### src/rtl/stdcore_bbfifo_rd.sv
// stdcore_bbfifo_rd: block-FIFO consumer controller feeding a valid/ready stream via a 2-entry skid buffer.
// Define STDCORE_BBFIFO_RD_LAST_EN to add the o_last port and per-entry last flags.
module stdcore_bbfifo_rd #(
    parameter int DW    = 8,
    parameter int DEPTH = 8,
    parameter int BLK   = 4,
    localparam int AW   = (DEPTH > 1) ? $clog2(DEPTH) : 1
) (
    input  logic          clk,
    input  logic          arst,
    input  logic [DW-1:0] c,
    output logic [AW-1:0] c_raddr,
    output logic [AW-1:0] c_raddr_,
    output logic          c_re_n,
    output logic [AW:0]   c_pblk,
    input  logic [AW:0]   c_st,
    output logic [DW-1:0] o_data,
    output logic          o_vld,
    input  logic          o_rdy
`ifdef STDCORE_BBFIFO_RD_LAST_EN
    ,
    output logic          o_last
`endif
);

    localparam logic [AW-1:0] LAST_IDX = AW'(BLK - 1);
    localparam logic [AW:0]   BLK_W    = (AW + 1)'(BLK);
`ifdef STDCORE_BBFIFO_RD_LAST_EN
    localparam int EW = DW + 1;
`else
    localparam int EW = DW;
`endif

    typedef enum logic {
        ST_WAIT,
        ST_READ
    } state_t;

    state_t        state, state_nx;
    logic [AW-1:0] idx;
    logic          infl;
    logic [1:0]    occ;
    logic [EW-1:0] sk [2];
    logic [EW-1:0] sk_in;
    logic [2:0]    fill;
    logic          pop, space, issue, at_last;

    assign pop     = o_vld & o_rdy;
    assign fill    = {1'b0, occ} + {2'b00, infl} - {2'b00, pop};
    assign space   = (fill < 3'd2);
    assign at_last = (idx == LAST_IDX);

    // The first read of a block is issued from WAIT in the same cycle the
    // start condition holds, so WAIT only drives c_re_n=1 while idle.
    always_comb begin
        state_nx = state;
        issue    = 1'b0;
        case (state)
            ST_WAIT: begin
                if (space && (c_st >= BLK_W)) begin
                    issue    = 1'b1;
                    state_nx = at_last ? ST_WAIT : ST_READ;
                end
            end
            ST_READ: begin
                if (space) begin
                    issue = 1'b1;
                    if (at_last) state_nx = ST_WAIT;
                end
            end
            default: state_nx = ST_WAIT;
        endcase
    end

    assign c_re_n  = ~issue;
    assign c_raddr = idx;
    assign c_pblk  = (issue && at_last) ? BLK_W : '0;

    always_comb begin
        c_raddr_ = idx;
        if (issue) c_raddr_ = at_last ? '0 : idx + 1'b1;
    end

    always_ff @(posedge clk or posedge arst) begin
        if (arst) begin
            state <= ST_WAIT;
            idx   <= '0;
            infl  <= 1'b0;
        end else begin
            state <= state_nx;
            infl  <= issue;
            if (issue) idx <= at_last ? '0 : idx + 1'b1;
        end
    end

`ifdef STDCORE_BBFIFO_RD_LAST_EN
    logic infl_last;

    always_ff @(posedge clk or posedge arst) begin
        if (arst) infl_last <= 1'b0;
        else      infl_last <= issue & at_last;
    end

    assign sk_in  = {infl_last, c};
    assign o_last = o_vld & sk[0][DW];
`else
    assign sk_in  = c;
`endif

    // Entry 0 is always the head; a push lands behind whatever is still held.
    always_ff @(posedge clk or posedge arst) begin
        if (arst) begin
            occ   <= '0;
            sk[0] <= '0;
            sk[1] <= '0;
        end else begin
            case ({infl, pop})
                2'b10: begin
                    if (occ == 2'd0) sk[0] <= sk_in;
                    else             sk[1] <= sk_in;
                    occ <= occ + 2'd1;
                end
                2'b01: begin
                    sk[0] <= sk[1];
                    occ   <= occ - 2'd1;
                end
                2'b11: begin
                    if (occ == 2'd1) begin
                        sk[0] <= sk_in;
                    end else begin
                        sk[0] <= sk[1];
                        sk[1] <= sk_in;
                    end
                end
                default: ;
            endcase
        end
    end

    assign o_vld  = (occ != 2'd0);
    assign o_data = sk[0][DW-1:0];

endmodule

### config.mk
export PLATFORM = sky130hd
export DESIGN_NAME = stdcore_bbfifo_rd
export DESIGN_NICKNAME = d
export VERILOG_FILES = /design/src/rtl/stdcore_bbfifo_rd.sv
export SDC_FILE = /design/constraint.sdc
export NUM_CORES = 1
export LEC_CHECK = 0
export CORE_MARGIN = 10
export CORE_UTILIZATION = 50
export CTS_BUF_LIST = sky130_fd_sc_hd__clkbuf_8
export DETAILED_ROUTE_END_ITERATION = 7
export DONT_BUFFER_PORTS = 1
export GPL_TIMING_DRIVEN = 1
export PLACE_DENSITY_LB_ADDON = 0.12
export RECOVER_POWER = 50
export SYNTH_ARGS = -nofsm -noshare
export SYNTH_HDL_FRONTEND = slang
export SYNTH_SLANG_ARGS = --single-unit
### constraint.sdc
create_clock -name clk -period 6.6 [get_ports clk]
set_input_delay 1.32 -clock clk [delete_from_list [all_inputs] [get_ports clk]]
set_output_delay 1.32 -clock clk [all_outputs]
set_load 0.005 [all_outputs]
==> run metrics <==
hold slack final 0.537 ns; Crit. path cell count 8; Leak Pwr roughly 0.6 nW; peak supply drop 0.296 mV; Hold Path Class reg2reg; main combinational cell family by area after synthesis multiplexers; pin count of the biggest net entering global routing 24; Hold Startpoint sk[6]; synthesized cell area 0.00137 mm^2; Synth Area in Simple Gates 10.1%; Final Cycle Share between 60% and 70%; Setup WS pre-CTS 2.16 ns; Routed Antenna Nets 0; XOR/XNOR Fraction of Synth Area 1.92%; Worst Reg2Reg Path Length in Cells 10; area delta synth->final -1.74%; CTS resizes 0; global-route wire length before repair 4390 um; data required time of the worst path 5.28 ns; Max-slew headroom 42.6%; # Max-Cap Violations 0; r2r setup slk 3.76 ns; sequential element share of the synthesized area between 40% and 50%; worst slew pin tran roughly 0.86 ns; syn avg cell area 10.9 um^2; clock latency on the worst-skew pair 0.26 ns; setup TNS 0 ns; width of the die 72.3 um; YS warnings 0; Clk Tree Root Cell clkbuf_8; Peak Freq 0.226 GHz; WL final 2620 um; Pwr per Cell Area 541 mW/mm^2; die area 0.00523 mm^2; CTS Hold Bufs 0; Arrival @ worst endpoint between 3 and 4 ns; routed len/inst 17.9 um; I/O Buffers 0; htree depth 1; final count of pins violating max slew 0; vias per cell ~5.5; Top Family by Delay on Critical Path adder cells; die height 72.3 um; reg-to-reg endpoint c_raddr[0]; RD Place Congestion around 0.79; reg2reg start occ[1]; Synth Register Bits 23; Hold EP sk[6]; Max clock buf depth 2; vias in the first global route 851; total global-route track usage approximately a tenth; RSZ-0062 raised after global routing no; critical path fanouts, max 6; DRC viols 0; Final min period 4.43 ns; share of cells above drive strength 1 approximately 16%; initial cell density of the core 53.7%; Adder-Cell Fraction of Synth Area 6.04%; final net count 138; final setup violating endpoints 0; CTS Buf Count 3; # diodes 0; GRT Residual Overflow 0; CP max stage delay 0.40 ns; WS Path Type in2out; # fillers 247; synth unique cells 28; # IOs 35; drt pass-1 iters 3; Worst-path clk slew 0.08 ns; final setup skew 0.00174 ns; crit start category input pin; complex-gate fraction of the synthesized area 14.2%; # rows 18; Post-CTS Setup Inserts 0; status finished clean; CTS tree yes; Clock Sinks 23; initial antenna violation count 0; final hold vios 0; Hold Path Cell Cnt 1; CP Buf/Inv Count 1; slowest CP cell fa_1; Mapped Cells around 130; crit-path cells nand2b_1 -> nor2_1 -> o21ai_0 -> fa_1 -> xnor2_1 -> o211ai_2 -> inv_1 -> mux2_2; mux contribution to synthesized area 14.9%; final worst slack 2.17 ns; initial drt markers 37; DP HPWL 2060 um; Via Count 800; Core Area between 0.002 and 0.003 mm^2; Critical Path Sink Type primary output
[synth_stat cells]
library cell / n / area, um^2
a21bo_2: 1 / 10.0
a21boi_0: 1 / 7.51
a21oi_1: 1 / 5.00
a21oi_4: 1 / 16.3
a2bb2oi_1: 8 / 70.1
a31oi_1: 10 / 62.6
and2_1: 1 / 6.26
buf_2: 1 / 5.00
buf_4: 13 / 97.6
buf_6: 1 / 11.3
conb_1: 1 / 3.75
dfrtp_1: 23 / 576
fa_1: 1 / 20.0
ha_1: 5 / 62.6
inv_1: 8 / 30.0
mux2_2: 11 / 124
mux2i_1: 8 / 80.1
nand2_1: 1 / 3.75
nand2b_1: 1 / 6.26
nand3_1: 8 / 40.0
nand3b_2: 1 / 11.3
nand3b_4: 1 / 20.0
nor2_1: 10 / 37.5
nor2b_1: 1 / 6.26
o211ai_2: 1 / 12.5
o21ai_0: 2 / 10.0
or2_1: 1 / 6.26
xnor2_1: 3 / 26.3
[metal layers]
metal	global-route usage (%)	up-vias	wire, um
met3	7.62	2	387
met5	0	-	0
met4	1.29	0	8
met2	15.4	28	1080
li1	-	408	-
met1	11.8	362	1150
[cells in the final DEF (no fill, tap or decap)]
cell | netlist | routed
a21oi_4 | 1 | 1
nand2b_1 | 1 | 1
nand3_1 | 8 | 8
xnor2_1 | 3 | 3
nor2_1 | 10 | 10
nand3b_4 | 1 | 1
mux2i_1 | 8 | 8
o21ai_0 | 2 | 2
a21oi_1 | 1 | 1
mux2_2 | 11 | 11
a21boi_0 | 1 | 1
fa_1 | 1 | 1
dfrtp_1 | 23 | 23
a21bo_2 | 1 | 1
a31oi_1 | 10 | 10
ha_1 | 5 | 5
inv_1 | 8 | 9
a2bb2oi_1 | 8 | 8
o211ai_2 | 1 | 1
and2_1 | 1 | 1
or2_1 | 1 | 1
nand2_1 | 1 | 1
nand3b_2 | 1 | 1
clkbuf_8 | 0 | 3
nor2b_1 | 1 | 1
conb_1 | 1 | 3
[power breakdown]
| part | switching [W] | total, W | leakage [nW] | internal [W] |
|---|---|---|---|---|
| Combinational | 0.000181 | 0.000364 | 0.302 | 0.000183 |
| Sequential | 0.0000652 | 0.000278 | 0.270 | 0.000213 |
| Clock | 0.0000431 | 0.0000845 | 0.0269 | 0.0000415 |
[kinds of logic after synthesis]
kind of cell | Yosys count
adders and majority gates | 6
muxes | 19
DFF | 23
buffers and inverters | 23
xor gates and xnor gates | 3
other | 1
and+or+nand+nor | 25
AOI/OAI and AO/OA | 25
[through the flow]
stage	total power [W]	utilization [%]	cells	cell area, um^2
after CTS	0.000738	52.8	146	1340
final	0.000727	52.8	146	1340
after detailed placement	0.000653	51.0	142	1300
after global routing	0.000798	52.8	146	1340
after global placement	0.000633	51.0	142	1300
after floorplan	0.000620	-	127	1380
[state kept, by name, summed over array words and instances (netlist names)]
register and cells:
infl 1, occ 2, c_raddr 3, o_data 8
sk 8, state 1
[how the worst max path moves through the flow]
stage	from	slack, ns	to
CTS	o_rdy	2.16	c_raddr_[0]
global placement	o_rdy	2.22	c_raddr_[0]
global route	o_rdy	2.02	c_raddr_[0]
floorplan	o_rdy	2.36	c_raddr_[0]
detailed placement	o_rdy	2.16	c_raddr_[0]
finish	o_rdy	2.17	c_raddr_[0]
[final cells by class]
class                      count  area, um^2  area share (%)
clock buffer                   3        41.3            3.07
clock inverter                 1        3.75           0.279
inverter                       8        30.0            2.23
multi-input combinational     81         656            48.8
sequential                    23         576            42.8
tap                           30        37.5            2.79
[worst register-to-register path, cell delays in order, from the launching register on]
cell	delay, ns
dfrtp_1	0.44
inv_1	0.09
ha_1	0.27
nand2b_1	0.21
nor2_1	0.17
o21ai_0	0.15
fa_1	0.40
xnor2_1	0.28
o211ai_2	0.19
inv_1	0.15
mux2_2	0.38
Power figures use the tool's default switching activity.
